<file path="config.mk">
export PLATFORM = sky130hd
export DESIGN_NAME = mem_loader
export DESIGN_NICKNAME = d
export VERILOG_FILES = /design/src/rtl/sifo_pkg.sv /design/src/rtl/mem_loader.sv
export SDC_FILE = /design/constraint.sdc
export NUM_CORES = 1
export LEC_CHECK = 0
export ABC_AREA = 1
export CAP_MARGIN = 40
export CORE_MARGIN = 10
export CORE_UTILIZATION = 40
export DETAILED_ROUTE_END_ITERATION = 8
export PLACE_DENSITY = 0.76
export SLEW_MARGIN = 20
export SYNTH_ARGS = -nofsm -noshare
export SYNTH_HDL_FRONTEND = slang
export SYNTH_SLANG_ARGS = --single-unit
</file>
<file path="constraint.sdc">
create_clock -name clk -period 3.68 [get_ports clk]
set_clock_uncertainty 0.05 [all_clocks]
set_input_delay 0.736 -clock clk [delete_from_list [all_inputs] [get_ports clk]]
set_output_delay 0.736 -clock clk [all_outputs]
set_load 0.02 [all_outputs]
</file>
<file path="src/rtl/sifo_pkg.sv">
// sifo_pkg: shared widths and loader state encoding for the stream/RAM boot path
package sifo_pkg;
    localparam int DATA_W = 10;
    localparam int ADDR_W = 14;
    typedef enum logic [1:0] {LD_IDLE, LD_LOAD, LD_DONE, LD_ERR} loader_state_t;
endpackage

</file>
<file path="src/rtl/mem_loader.sv">
// mem_loader: streams a checksummed boot image into data RAM and holds the CPU in reset until it verifies
module mem_loader #(
    parameter int DATA_W    = sifo_pkg::DATA_W,
    parameter int ADDR_W    = sifo_pkg::ADDR_W,
    parameter int BASE_ADDR = 0,
    parameter int DEPTH     = 16384
) (
    input  logic              clk,
    input  logic              rst,
    input  logic              start,
    input  logic              s_valid,
    output logic              s_ready,
    input  logic [DATA_W-1:0] s_data,
    input  logic              s_last,
    output logic              mem_we,
    output logic [ADDR_W-1:0] mem_addr,
    output logic [DATA_W-1:0] mem_data,
    output logic              cpu_rst,
    output logic              load_done,
    output logic              load_err,
    output logic [ADDR_W:0]   word_count
);
    import sifo_pkg::*;
    loader_state_t state, state_d;
    logic [DATA_W-1:0] acc;
    logic xfer, sum_ok, full, data_xfer, overflow, start_load;
    assign s_ready    = state == LD_LOAD;
    assign xfer       = s_valid && s_ready;
    assign sum_ok     = s_data == acc;
    assign full       = word_count == (ADDR_W+1)'(DEPTH);
    assign data_xfer  = xfer && !s_last && !full;
    assign overflow   = xfer && !s_last && full;
    assign start_load = start && state != LD_LOAD;
    // State register
    always_ff @(posedge clk) begin
        if (rst) state <= LD_IDLE;
        else state <= state_d;
    end
    // Next state: start only acts outside LOAD; the frame ends on the checksum word or on overflow
    always_comb begin
        state_d = state;
        if (state == LD_LOAD) begin
            if (xfer && s_last) state_d = sum_ok ? LD_DONE : LD_ERR;
            else if (overflow) state_d = LD_ERR;
        end else if (start) state_d = LD_LOAD;
    end
    // Datapath: registered RAM write per data word, running checksum, status flags
    always_ff @(posedge clk) begin
        if (rst) begin
            mem_we     <= 1'b0;
            mem_addr   <= ADDR_W'(BASE_ADDR);
            mem_data   <= '0;
            cpu_rst    <= 1'b1;
            load_done  <= 1'b0;
            load_err   <= 1'b0;
            word_count <= '0;
            acc        <= '0;
        end else begin
            mem_we <= data_xfer;
            if (start_load) begin
                mem_addr   <= ADDR_W'(BASE_ADDR);
                cpu_rst    <= 1'b1;
                load_done  <= 1'b0;
                load_err   <= 1'b0;
                word_count <= '0;
                acc        <= '0;
            end
            if (data_xfer) begin
                mem_addr   <= ADDR_W'(BASE_ADDR) + word_count[ADDR_W-1:0];
                mem_data   <= s_data;
                acc        <= acc + s_data;
                word_count <= word_count + 1'b1;
            end
            if (xfer && s_last) begin
                load_done <= sum_ok;
                load_err  <= !sum_ok;
                cpu_rst   <= !sum_ok;
            end
            if (overflow) load_err <= 1'b1;
        end
    end
endmodule

</file>
Word-level counts from Yosys, hierarchy flattened
Cells that the tools add are included.
{ "totals": {"ff_bits": 55, "latchBits": 0, "ramBits": 0, "mem_bits_ro": 0, "in_bits": 15, "out_inout_bits": 44, "wordCells": 47, "n_memories": 0} }
{ "classes": {"addsub": 2, "mul": 0, "div_mod_pow": 0, "magnitude_cmp": 0, "eq_ne": 5, "n_shift": 0, "mux": 17, "bitwise": 0, "reduce_logical": 14} }
{ "ops": {"columns": ["operator", "count"], "rows": [
  ["2-to-1 mux 15 bit", 2],
  ["2-to-1 mux 14 bit", 2],
  ["2-to-1 mux 10 bit", 2],
  ["adder 15 x 1 -> 15 bit, second input constant", 1],
  ["== test 15 bit, second input constant", 1],
  ["adder 10 bit", 1],
  ["== test 10 bit", 1],
  ["2-to-1 mux 2 bit", 4],
  ["2-to-1 mux 1 bit", 7],
  ["logical AND 1 bit", 6],
  ["nonzero test 2 bit", 3],
  ["zero test 1 bit", 3],
  ["inequality test 3 x 1 -> 1 bit, second input constant", 1],
  ["nonzero test 3 bit", 1],
  ["== test 2 x 1 -> 1 bit, second input constant", 1],
  ["inequality test 2 x 1 -> 1 bit, second input constant", 1],
  ["AND reduction 2 bit", 1]
]} }

Depth between registers and ports, before layout
Gate-level depths: netlist (run 1).
{ "logic_depth": {"ltp_word": 7, "mapped_depth": 11, "depth_no_buf": 11} }

Worst setup path after synthesis (run 1)
Ideal clock, no wire load.
{ "synth_timing": {"path_type": "input to register", "startpoint": "in s_data[0]", "endpoint": "reg acc[6]", "setup_ps": 128, "arrival_ps": 1849, "required_ps": 3502, "path_slack_ps": 1653, "stages": 11, "path_buffers": 0, "cell_sequence": "ha_1 > inv_1 > fa_1 > inv_1 > nand3_1 > nand2_1 > nand3_1 > nand2_1 > nand2_1 > nand3_1 > a21oi_1"} }
{ "synth_via": {"elab_chain_cells": 2} }
{ "synth_rtl": {"columns": ["element", "line", "rtl"], "rows": [
  ["from (decl)", "mem_loader.sv:13", "input logic [DATA_W-1:0] s_data,"],
  ["adder 10 bit", "mem_loader.sv:71", "acc <= acc + s_data;"],
  ["2-to-1 mux 10 bit", "mem_loader.sv:68", "if (data_xfer) begin"],
  ["to (signal assigned)", "mem_loader.sv:71", null],
  ["to (decl)", "mem_loader.sv:25", "logic [DATA_W-1:0] acc;"]
]} }
No other way between the ends.
A chain may end at the register's enable or synchronous reset.

Worst setup path after layout (run 1)
Same ends and word-level chain as after synthesis.

==> out/qor.txt, run 1 <==
FLOORPLAN
----------------------------------------------------------------------------------
Area of the die                                                       0.01079 sq mm
Cell Rows                                                                       30
Die W                                                                     103.9 um
# IOs                                                                           59
Vertical extent of the die                                                103.9 um
CORE AREA                                                             0.006832 sq mm
Initial cell density of the core                                            0.4119

POWER AND IR DROP
----------------------------------------------------------------------------------
Total power consumption of the routed design                              1.095 mW
Leakage power figure                                                      1.423 nW
Maximum ir drop on the vdd rail                                          0.1464 mV
Power density over cell area                                          308.4 mW/mm^2

PLACED DESIGN
----------------------------------------------------------------------------------
Buffers on Ports                                                                58
HPWL reported at the end of detailed placement                             5598 um
Placement Cell Area                                                   0.003468 sq mm
Number of cells after detailed placement                                       555
Final estimated routing congestion in global placement                      0.8702

TIMING
----------------------------------------------------------------------------------
Slew @ Worst Pin                                                          538.6 ps
Final-report max-slew violation count                                            0
TNS Setup                                                                     0 ps
RSZ-0062 raised after global routing                                         false
Hold_ws                                                                   430.7 ps
Final critical-path share of the clock period                               0.6496
Hold Vio Cnt, Final                                                              0
# setup viols final                                                              0
Rel. slew slack                                                             0.6381
Maximum clock rate                                                      0.4183 GHz
Post-layout min period                                                     2391 ps

GLOBAL ROUTING
----------------------------------------------------------------------------------
Initial antenna violation count                                                  0
All-layer global routing usage                                              0.1341
Maximum number of pins on one net before global-route repair                    32
Global-route wire length before repair                                    12190 um
Sum of overflow across all layers after global routing                           0
Via count of the first global-routing pass                                    2527

SYNTH
----------------------------------------------------------------------------------
Most used DFF post-synth                                              sky130_fd_sc_hd__dfxtp_1
Synth cell count leaders                                              89 x sky130_fd_sc_hd__nand2_1, 65 x sky130_fd_sc_hd__nand3_1, 55 x sky130_fd_sc_hd__dfxtp_1
Top cells by area in the synthesized netlist                          sky130_fd_sc_hd__dfxtp_1 39%, sky130_fd_sc_hd__nand2_1 12%, sky130_fd_sc_hd__nand3_1 12%
Combined area of all synthesized cells                                0.002814 sq mm
Number of warnings issued by yosys                                               0
Synthesized area per cell                                              6.830 sq um
Net count of the mapped netlist                                                439
Biggest area consumer among synthesized cells                         sky130_fd_sc_hd__dfxtp_1
Post-synth top area share                                                   0.3913
Sequential share of the synthesized area                                    0.3913
Number of enable-type register cells in the synthesized netlist                  0
Share of synthesized flip-flops with an asynchronous set or reset                0
Flop and latch count out of synthesis                                           55
Library cells used by synthesis                                                 23
Cell with the most instances after synthesis                          sky130_fd_sc_hd__nand2_1
Gate Count Post-Synth                                                          412

CLOCKING
----------------------------------------------------------------------------------
Clock-pin slew on the worst setup and hold paths                            100 ps
PostCTS Resize Cnt                                                               0
Hold-fix buffer count after cts                                                  0
Sinks on Clock Net                                                              55
Root buffer cell                                                      sky130_fd_sc_hd__clkbuf_8
H-tree levels                                                                    2
Clock buffer depth                                                               2
Number of buffers inserted to repair setup after CTS                             0
Source-to-sink clock delay at the later pin of the worst-skew pair          310 ps
Clock tree from TritonCTS                                                     done
CTS Buf Count                                                                    5

WORST SETUP PATH
----------------------------------------------------------------------------------
Reg2reg setup slack                                                        1460 ps
Worst-path maximum fanout                                                        3
Startpoint types                                                      primary input
Crit end category                                                        flip-flop
Required time of the worst setup path                                      3840 ps
Setup Crit Path Kind                                                        in2reg
Crit path DAT                                                              2550 ps

ROUTE
----------------------------------------------------------------------------------
Initial drt markers                                                            182
DR vias/cell                                                                 4.993
Number of nets with antenna violations after routing                             0
DRC                                                                              0
Post-detailed-routing wire length                                          7511 um
Drt pass-1 iters                                                                 4
Per-cell routed wire length                                               13.36 um
Via count                                                                     2806

WORST HOLD PATH
----------------------------------------------------------------------------------
Kind of path behind the tightest hold check                                reg2reg

CELLS AND AREA
----------------------------------------------------------------------------------
Number of antenna repair diodes                                                  0
Post-route cell area                                                  0.003551 sq mm
Share of final-layout standard cells stronger than drive strength 1        0.04292
Area added between synthesis and finish                                     26.19%
Total Nets Final                                                               493
Post-route insts no fill                                                       562

OUTCOME
----------------------------------------------------------------------------------
Outcome                                                                  completed

JOB
----------------------------------------------------------------------------------
Number of max-cap violations                                                     0

## sequential cells by signal, indices dropped and copies added (netlist names)
register / cells
word_count: 15
mem_addr: 14
acc: 10
mem_data: 10
state: 2
cpu_rst: 1
load_done: 1
load_err: 1
mem_we: 1
## critical path, cell delays in order
cell and delay [ps]:
sky130_fd_sc_hd__clkdlybuf4s50_1 490, sky130_fd_sc_hd__ha_1 200, sky130_fd_sc_hd__inv_1 70, sky130_fd_sc_hd__fa_1 370, sky130_fd_sc_hd__inv_1 80, sky130_fd_sc_hd__nand3_1 90, sky130_fd_sc_hd__nand2_1 130, sky130_fd_sc_hd__nand3_1 110
sky130_fd_sc_hd__nand2_1 80, sky130_fd_sc_hd__nand2_1 60, sky130_fd_sc_hd__nand3_1 70, sky130_fd_sc_hd__a21oi_1 60
## placed cells by master (no fill, tap or decap), drive strengths merged, types with 10 or more instances in the layout
cell and count:
clkdlybuf4s50 58, dfxtp 55, a21oi 31, nand3 65
nand2 92, ha 11, inv 48, nor3 10
nor2 39, o21ai 36
## final timing paths
path                                     from       endpoint  cells after the start
worst min register to register    mem_addr[8]    mem_addr[8]                      2
worst max register to register  word_count[0]  word_count[4]                      9
worst max-delay path                s_data[0]         acc[6]                     12
worst min-delay path              mem_addr[8]    mem_addr[8]                      2
## per-stage QoR
step,worst slack [ps],util
global placement,1023,0.5077
finish,1289,0.5198
CTS,1326,0.5198
floorplan,1653,-
detailed placement,995.8,0.5077
global route,1138,0.5198
## final cells by class
class                      instances  area [sq um]
fill                             699          3281
multi-input combinational        294          1456
sequential                        55          1101
timing repair buffer              62         610.6
inverter                          48         180.2
tap                               96         120.1
clock buffer                       5         68.82
clock inverter                     2         13.76
## cell families (layout without fill, tap and decap cells)
kind of cell / Yosys count / after routing / synth area share
and+or+nand+nor: 213 / 213 / 0.3326
xor gates and xnor gates: 1 / 1 / 0.003113
DFF: 55 / 55 / 0.3913
adders and majority gates: 12 / 12 / 0.05602
buffers and inverters: 63 / 117 / 0.09115
AOI/OAI and AO/OA: 68 / 68 / 0.1258
## power breakdown
group          internal, mW  switching [mW]  total, mW
Combinational        0.0563          0.0913      0.148
Clock                 0.131           0.205      0.336
Sequential            0.606         0.00625      0.612
Total                 0.793           0.302       1.10
## per-layer routing
layer  wire length (um)  up-vias  track usage
met4                118        0      0.04374
li1                   -     1462            -
met5                  0        -            0
met2               3211       80       0.2023
met1               3711     1254       0.1789
met3                469       10      0.03841
(Power assumes the default switching activity.)
==> run 2, diff against run 1 <==
==> constraint.sdc (replaced) <==
create_clock -name clk -period 2.4 [get_ports clk]
set_clock_uncertainty 0.05 [all_clocks]
set_input_delay 0.48 -clock clk [delete_from_list [all_inputs] [get_ports clk]]
set_output_delay 0.48 -clock clk [all_outputs]
set_load 0.02 [all_outputs]
==> run 2 against run 1 <==
  * Cell count rose by 1.2%
  * Setup slack got worse by 960 ps
  * First-iteration DRC count down 42%
  * Combinational power up 61%
  * Critical endpoint unchanged
  * Hold slack got worse by 7.7 ps
  * Die area did not move
==> out/qor.txt, run 2 (synthesis gave the netlist of run 1 again) <==
CELLS AND AREA
----------------------------------------------------------------------------------
Post-route cell area                                                  0.003617 sq mm   +1.9%
Biggest registers after layout                                        word_count x15, mem_addr x14
Share of final-layout standard cells stronger than drive strength 1        0.05708   +0.01416
Post-route insts no fill                                                       569   +1.2%
Area added between synthesis and finish                                     28.55%
Fill cell instance count of the final layout                                   685   -2.0%
Most common cell after layout, fill and taps aside                    sky130_fd_sc_hd__nand2_1
Most frequent cells in the layout                                     89 x sky130_fd_sc_hd__nand2_1, 65 x sky130_fd_sc_hd__nand3_1, 58 x sky130_fd_sc_hd__clkdlybuf4s50_1, 55 x sky130_fd_sc_hd__dfxtp_1, 46 x sky130_fd_sc_hd__inv_1
Largest reg by FF count                                                 word_count
Flip-flop count of the largest register after layout                            15   unchanged
Number of antenna repair diodes                                                  0   unchanged
Total Nets Final                                                               499   +1.2%

TIMING
----------------------------------------------------------------------------------
Hold_ws                                                                   423.0 ps   -7.722 ps
Post-layout min period                                                     2067 ps
Slew @ Worst Pin                                                          538.3 ps   -0.2974 ps
Maximum clock rate                                                      0.4837 GHz
Hold Vio Cnt, Final                                                              0   unchanged
Rel. slew slack                                                             0.6383   about the same
TNS Setup                                                                     0 ps   unchanged
Final critical-path share of the clock period                               0.8614
# setup viols final                                                              0   unchanged
RSZ-0062 raised after global routing                                         false
Final-report max-slew violation count                                            0   unchanged

PLACED DESIGN
----------------------------------------------------------------------------------
Final estimated routing congestion in global placement                      0.8898   +2.3%
HPWL reported at the end of detailed placement                             5591 um   -0.13%
Placement Cell Area                                                   0.003526 sq mm   +1.7%
Buffers on Ports                                                                58   unchanged
Number of cells after detailed placement                                       561   +1.1%

FLOORPLAN
----------------------------------------------------------------------------------
Vertical extent of the die                                                103.9 um   unchanged
Cell Rows                                                                       30   unchanged
Initial cell density of the core                                            0.4119   unchanged
CORE AREA                                                             0.006832 sq mm   unchanged
Die W                                                                     103.9 um   unchanged
Area of the die                                                       0.01079 sq mm   unchanged
# IOs                                                                           59   unchanged

WORST HOLD PATH
----------------------------------------------------------------------------------
Kind of path behind the tightest hold check                                reg2reg

ROUTE
----------------------------------------------------------------------------------
Per-cell routed wire length                                               13.34 um   -0.20%
DRC                                                                              0   unchanged
Drt pass-1 iters                                                                 5   +1
DR vias/cell                                                                 4.953   -0.81%
Via count                                                                     2818   +0.43%
Post-detailed-routing wire length                                          7589 um   +1.0%
Number of nets with antenna violations after routing                             0   unchanged
Initial drt markers                                                            106   -42%

WORST SETUP PATH
----------------------------------------------------------------------------------
Crit path DAT                                                              2220 ps   -330 ps
Cell-by-cell listing of the critical path                             clkdlybuf4s50_1 -> ha_1 -> inv_1 -> fa_1 -> inv_1 -> nand3_1 -> nand2_1 -> nand3_1 -> nand2_1 -> nand2_1 -> nand3_1 -> a21oi_1
Crit end category                                                        flip-flop
Highest cell delay on the worst timing path                                 500 ps   about the same
Buffering stage count on the worst path with inverters included                  3   unchanged
Setup Crit Path Kind                                                        in2reg
Startpoint types                                                      primary input
Family of cells with the greatest summed delay on the critical path   buffers and inverters
Required time of the worst setup path                                      2550 ps   -1290 ps
Slowest library cell on the worst path                                sky130_fd_sc_hd__clkdlybuf4s50_1
Worst-path maximum fanout                                                        3   unchanged

GLOBAL ROUTING
----------------------------------------------------------------------------------
Via count of the first global-routing pass                                    2502   -0.99%
Initial antenna violation count                                                  0   unchanged
All-layer global routing usage                                              0.1349   +0.0007708
Global-route wire length before repair                                    12340 um   +1.2%
Sum of overflow across all layers after global routing                           0   unchanged
Maximum number of pins on one net before global-route repair                    36   +13%

CLOCKING
----------------------------------------------------------------------------------
PostCTS Resize Cnt                                                               0   unchanged
CTS Buf Count                                                                    5   unchanged
H-tree levels                                                                    2   unchanged
Clock tree from TritonCTS                                                     done
Clock buffer depth                                                               2   unchanged
Root buffer cell                                                      sky130_fd_sc_hd__clkbuf_8
Hold-fix buffer count after cts                                                  0   unchanged
Sinks on Clock Net                                                              55   unchanged
Source-to-sink clock delay at the later pin of the worst-skew pair          320 ps   about the same
Clock-pin slew on the worst setup and hold paths                            110 ps   about the same
Number of buffers inserted to repair setup after CTS                             0   unchanged

OUTCOME
----------------------------------------------------------------------------------
Outcome                                                                  completed

POWER AND IR DROP
----------------------------------------------------------------------------------
Total power consumption of the routed design                              1.710 mW   +56%
Power density over cell area                                          472.8 mW/mm^2   +53%
Leakage power figure                                                      1.460 nW   +2.6%
Maximum ir drop on the vdd rail                                          0.2215 mV   +51%

JOB
----------------------------------------------------------------------------------
Number of max-cap violations                                                     0   unchanged

[run 2: cell type report]
cell class                      count  area [sq um]  share of cell area
Clock inverter                      3         22.52            0.006226
Sequential cell                    55          1101              0.3044
Clock buffer                        5         68.82             0.01902
Timing Repair Buffer               68         668.1              0.1847
Inverter                           48         180.2             0.04981
Tap cell                           96         120.1             0.03321
Multi-Input combinational cell    294          1456              0.4026
[run 2: final timing paths]
path	to	startpoint	slack (ps)	cells past startpoint
worst min register to register	acc[3]	acc[3]	420	2
worst max-delay path	acc[6]	s_data[0]	330	12
worst max register to register	word_count[8]	word_count[1]	560	9
worst min-delay path	acc[3]	acc[3]	420	2
[run 2: metal layers]
| metal | GRT usage | share of wire | vias to the layer above |
|---|---|---|---|
| li1 | - | - | 1476 |
| met3 | 0.03470 | 0.063 | 5 |
| met5 | 0 | 0 | - |
| met4 | 0.03877 | 0.011 | 0 |
| met2 | 0.2117 | 0.45 | 72 |
| met1 | 0.1774 | 0.47 | 1265 |
[run 2: worst min-delay path: cells and delay by family (launching register included)]
family	cells	cell delay, ps
flip-flops	1	330
AO/OA/AOI/OAI	1	50
AND/OR/NAND/NOR	1	60
[run 2: power breakdown]
group / leakage, nW / switching [mW] / internal (mW)
Combinational: 0.967 / 0.145 / 0.0935
Sequential: 0.445 / 0.00824 / 0.929
Clock: 0.0485 / 0.325 / 0.210
[run 2: through the flow]
step,util,setup WS [ps]
after floorplan,-,628.9
after global placement,0.5161,63.24
after detailed placement,0.5161,14.84
after CTS,0.5295,337.1
after global routing,0.5295,142.5
final,0.5295,332.6
==> variant: new RTL, flow settings as in run 1 <==
Re-encode `loader_state_t` (4 states) as one-hot, 4 bits wide.
--- a/src/rtl/sifo_pkg.sv
+++ b/src/rtl/sifo_pkg.sv
@@ -2,6 +2,6 @@
 package sifo_pkg;
     localparam int DATA_W = 10;
     localparam int ADDR_W = 14;
-    typedef enum logic [1:0] {LD_IDLE, LD_LOAD, LD_DONE, LD_ERR} loader_state_t;
+    typedef enum logic [3:0] {LD_IDLE = 4'b0001, LD_LOAD = 4'b0010, LD_DONE = 4'b0100, LD_ERR = 4'b1000} loader_state_t;
 endpackage
 
Formal check against the unedited RTL: same outputs for any inputs over 4 cycles, from zero or initial values and one cycle with rst high; so few cycles prove little.
==> variant against run 1 <==
  * Final area up 5.1%
  * Synthesized area up 4.2%
  * Via count up 1.5%
  * Sequential power up 2%
  * Worst setup slack worse by 0.20 ns
  * Combinational power down 25%
  * Cell count up 2.7%
  * Clock power up 53%
  * Critical path depth down 3
  * Wire length up 2.7%
  * Sequential cell count up 2
  * Power up 14%
  * Die area up 3.4%
==> variant: results (changes against run 1) <==
| Metric | Value |
|---|---|
| M2 GR Usage | 21.9% (was 20.2%) |
| Filler cells | 704 (was 699) |
| Clk Latency, worst-skew pair | 0.34 ns (was 0.31 ns) |
| Top post-synthesis cells by area | dfxtp_1 39%, nand2_1 12%, nand3_1 7.0%, o21ai_0 5.8%, nor2_1 5.6% (was dfxtp_1 39%, nand2_1 12%, nand3_1 12%, inv_1 6.1%, a21oi_1 5.3%) |
| Multi-input combinational cell area | 0.00151 mm² (was 0.00146 mm²) |
| CP arrival | 2.81 ns (was 2.55 ns) |
| Post-synthesis cell count | 417 (was 412) |
| Critical Path End | acc[8] (was acc[6]) |
| Post-synth net total | 444 (was 439) |
| Share of cells above drive strength 1 | 8.37% (was 4.29%) |
| Gr usage total | 13.7% (was 13.4%) |
| XOR/XNOR Fraction of Synth Area | 0.597% (was 0.311%) |
| VDD IR-drop max | 0.000161 V (was 0.000146 V) |
| Pre-CTS setup slack | 0.777 ns (was 0.996 ns) |
| Placed cell count | 563 (was 555) |
| Post-synthesis sequential area ratio | 38.9% (was 39.1%) |
| Most frequent cells after synthesis | 93 x nand2_1, 57 x dfxtp_1, 44 x nor2_1 (was 89 x nand2_1, 65 x nand3_1, 55 x dfxtp_1) |
| CTS Buf Count | 9 (was 5) |
| Worst-path clk slew | 0.06 ns (was 0.10 ns) |
| P_sw | 315 µW (was 302 µW) |
| CTS H-tree depth | 3 (was 2) |
| GR Layer Usage met3 | 3.84% (about the same) |
| HPWL after detailed placement | 5.74 mm (was 5.60 mm) |
| Routed len/inst | 13.4 µm (about the same) |
| Synth unique cells | 30 (was 23) |
| Fin nets | 502 (was 493) |
| Vias in the first global route | 2693 (was 2527) |
| DRT iter0 DRCs | 131 (was 182) |
| Worst r2r dst | mem_addr[6] (was word_count[4]) |
| Crit-path max FO | 4 (was 3) |
| Worst hold start | state[0] (was mem_addr[8]) |
| Outcome | complete, no violations (unchanged) |
| Crit path max-delay family | adder cells (was buffers and inverters) |
| Mapped Area | 0.00293 mm² (was 0.00281 mm²) |
| Synth Area in Compound Gates | 13.4% (was 12.6%) |
| Flop2flop setup slack | 1.49 ns (was 1.46 ns) |
## variant: power groups by stage
stage                     Clock (mW)  Combinational, mW  Sequential (mW)
after floorplan                    0             0.0687            0.643
after global placement             0              0.110            0.640
after detailed placement           0              0.111            0.640
after CTS                      0.521              0.112            0.626
after global routing           0.541              0.124            0.627
final                          0.514              0.111            0.626
## variant: cell type report
type | instances | share of cell area (%)
clock inverters | 3 | 0.469
inverters | 46 | 4.63
clock buffers | 11 | 4.06
well taps | 99 | 3.32
multi-input cells | 298 | 40.4
repair buffers | 63 | 16.6
flip-flops and latches | 57 | 30.6
## variant: routing by layer
| metal | routed length, µm | vias to the layer above | share of wire (%) |
|---|---|---|---|
| li1 | - | 1471 | - |
| met1 | 3590 | 1307 | 47 |
| met2 | 3580 | 61 | 46 |
| met3 | 418 | 10 | 5.4 |
| met4 | 121 | 0 | 1.6 |
| met5 | 0 | - | 0 |
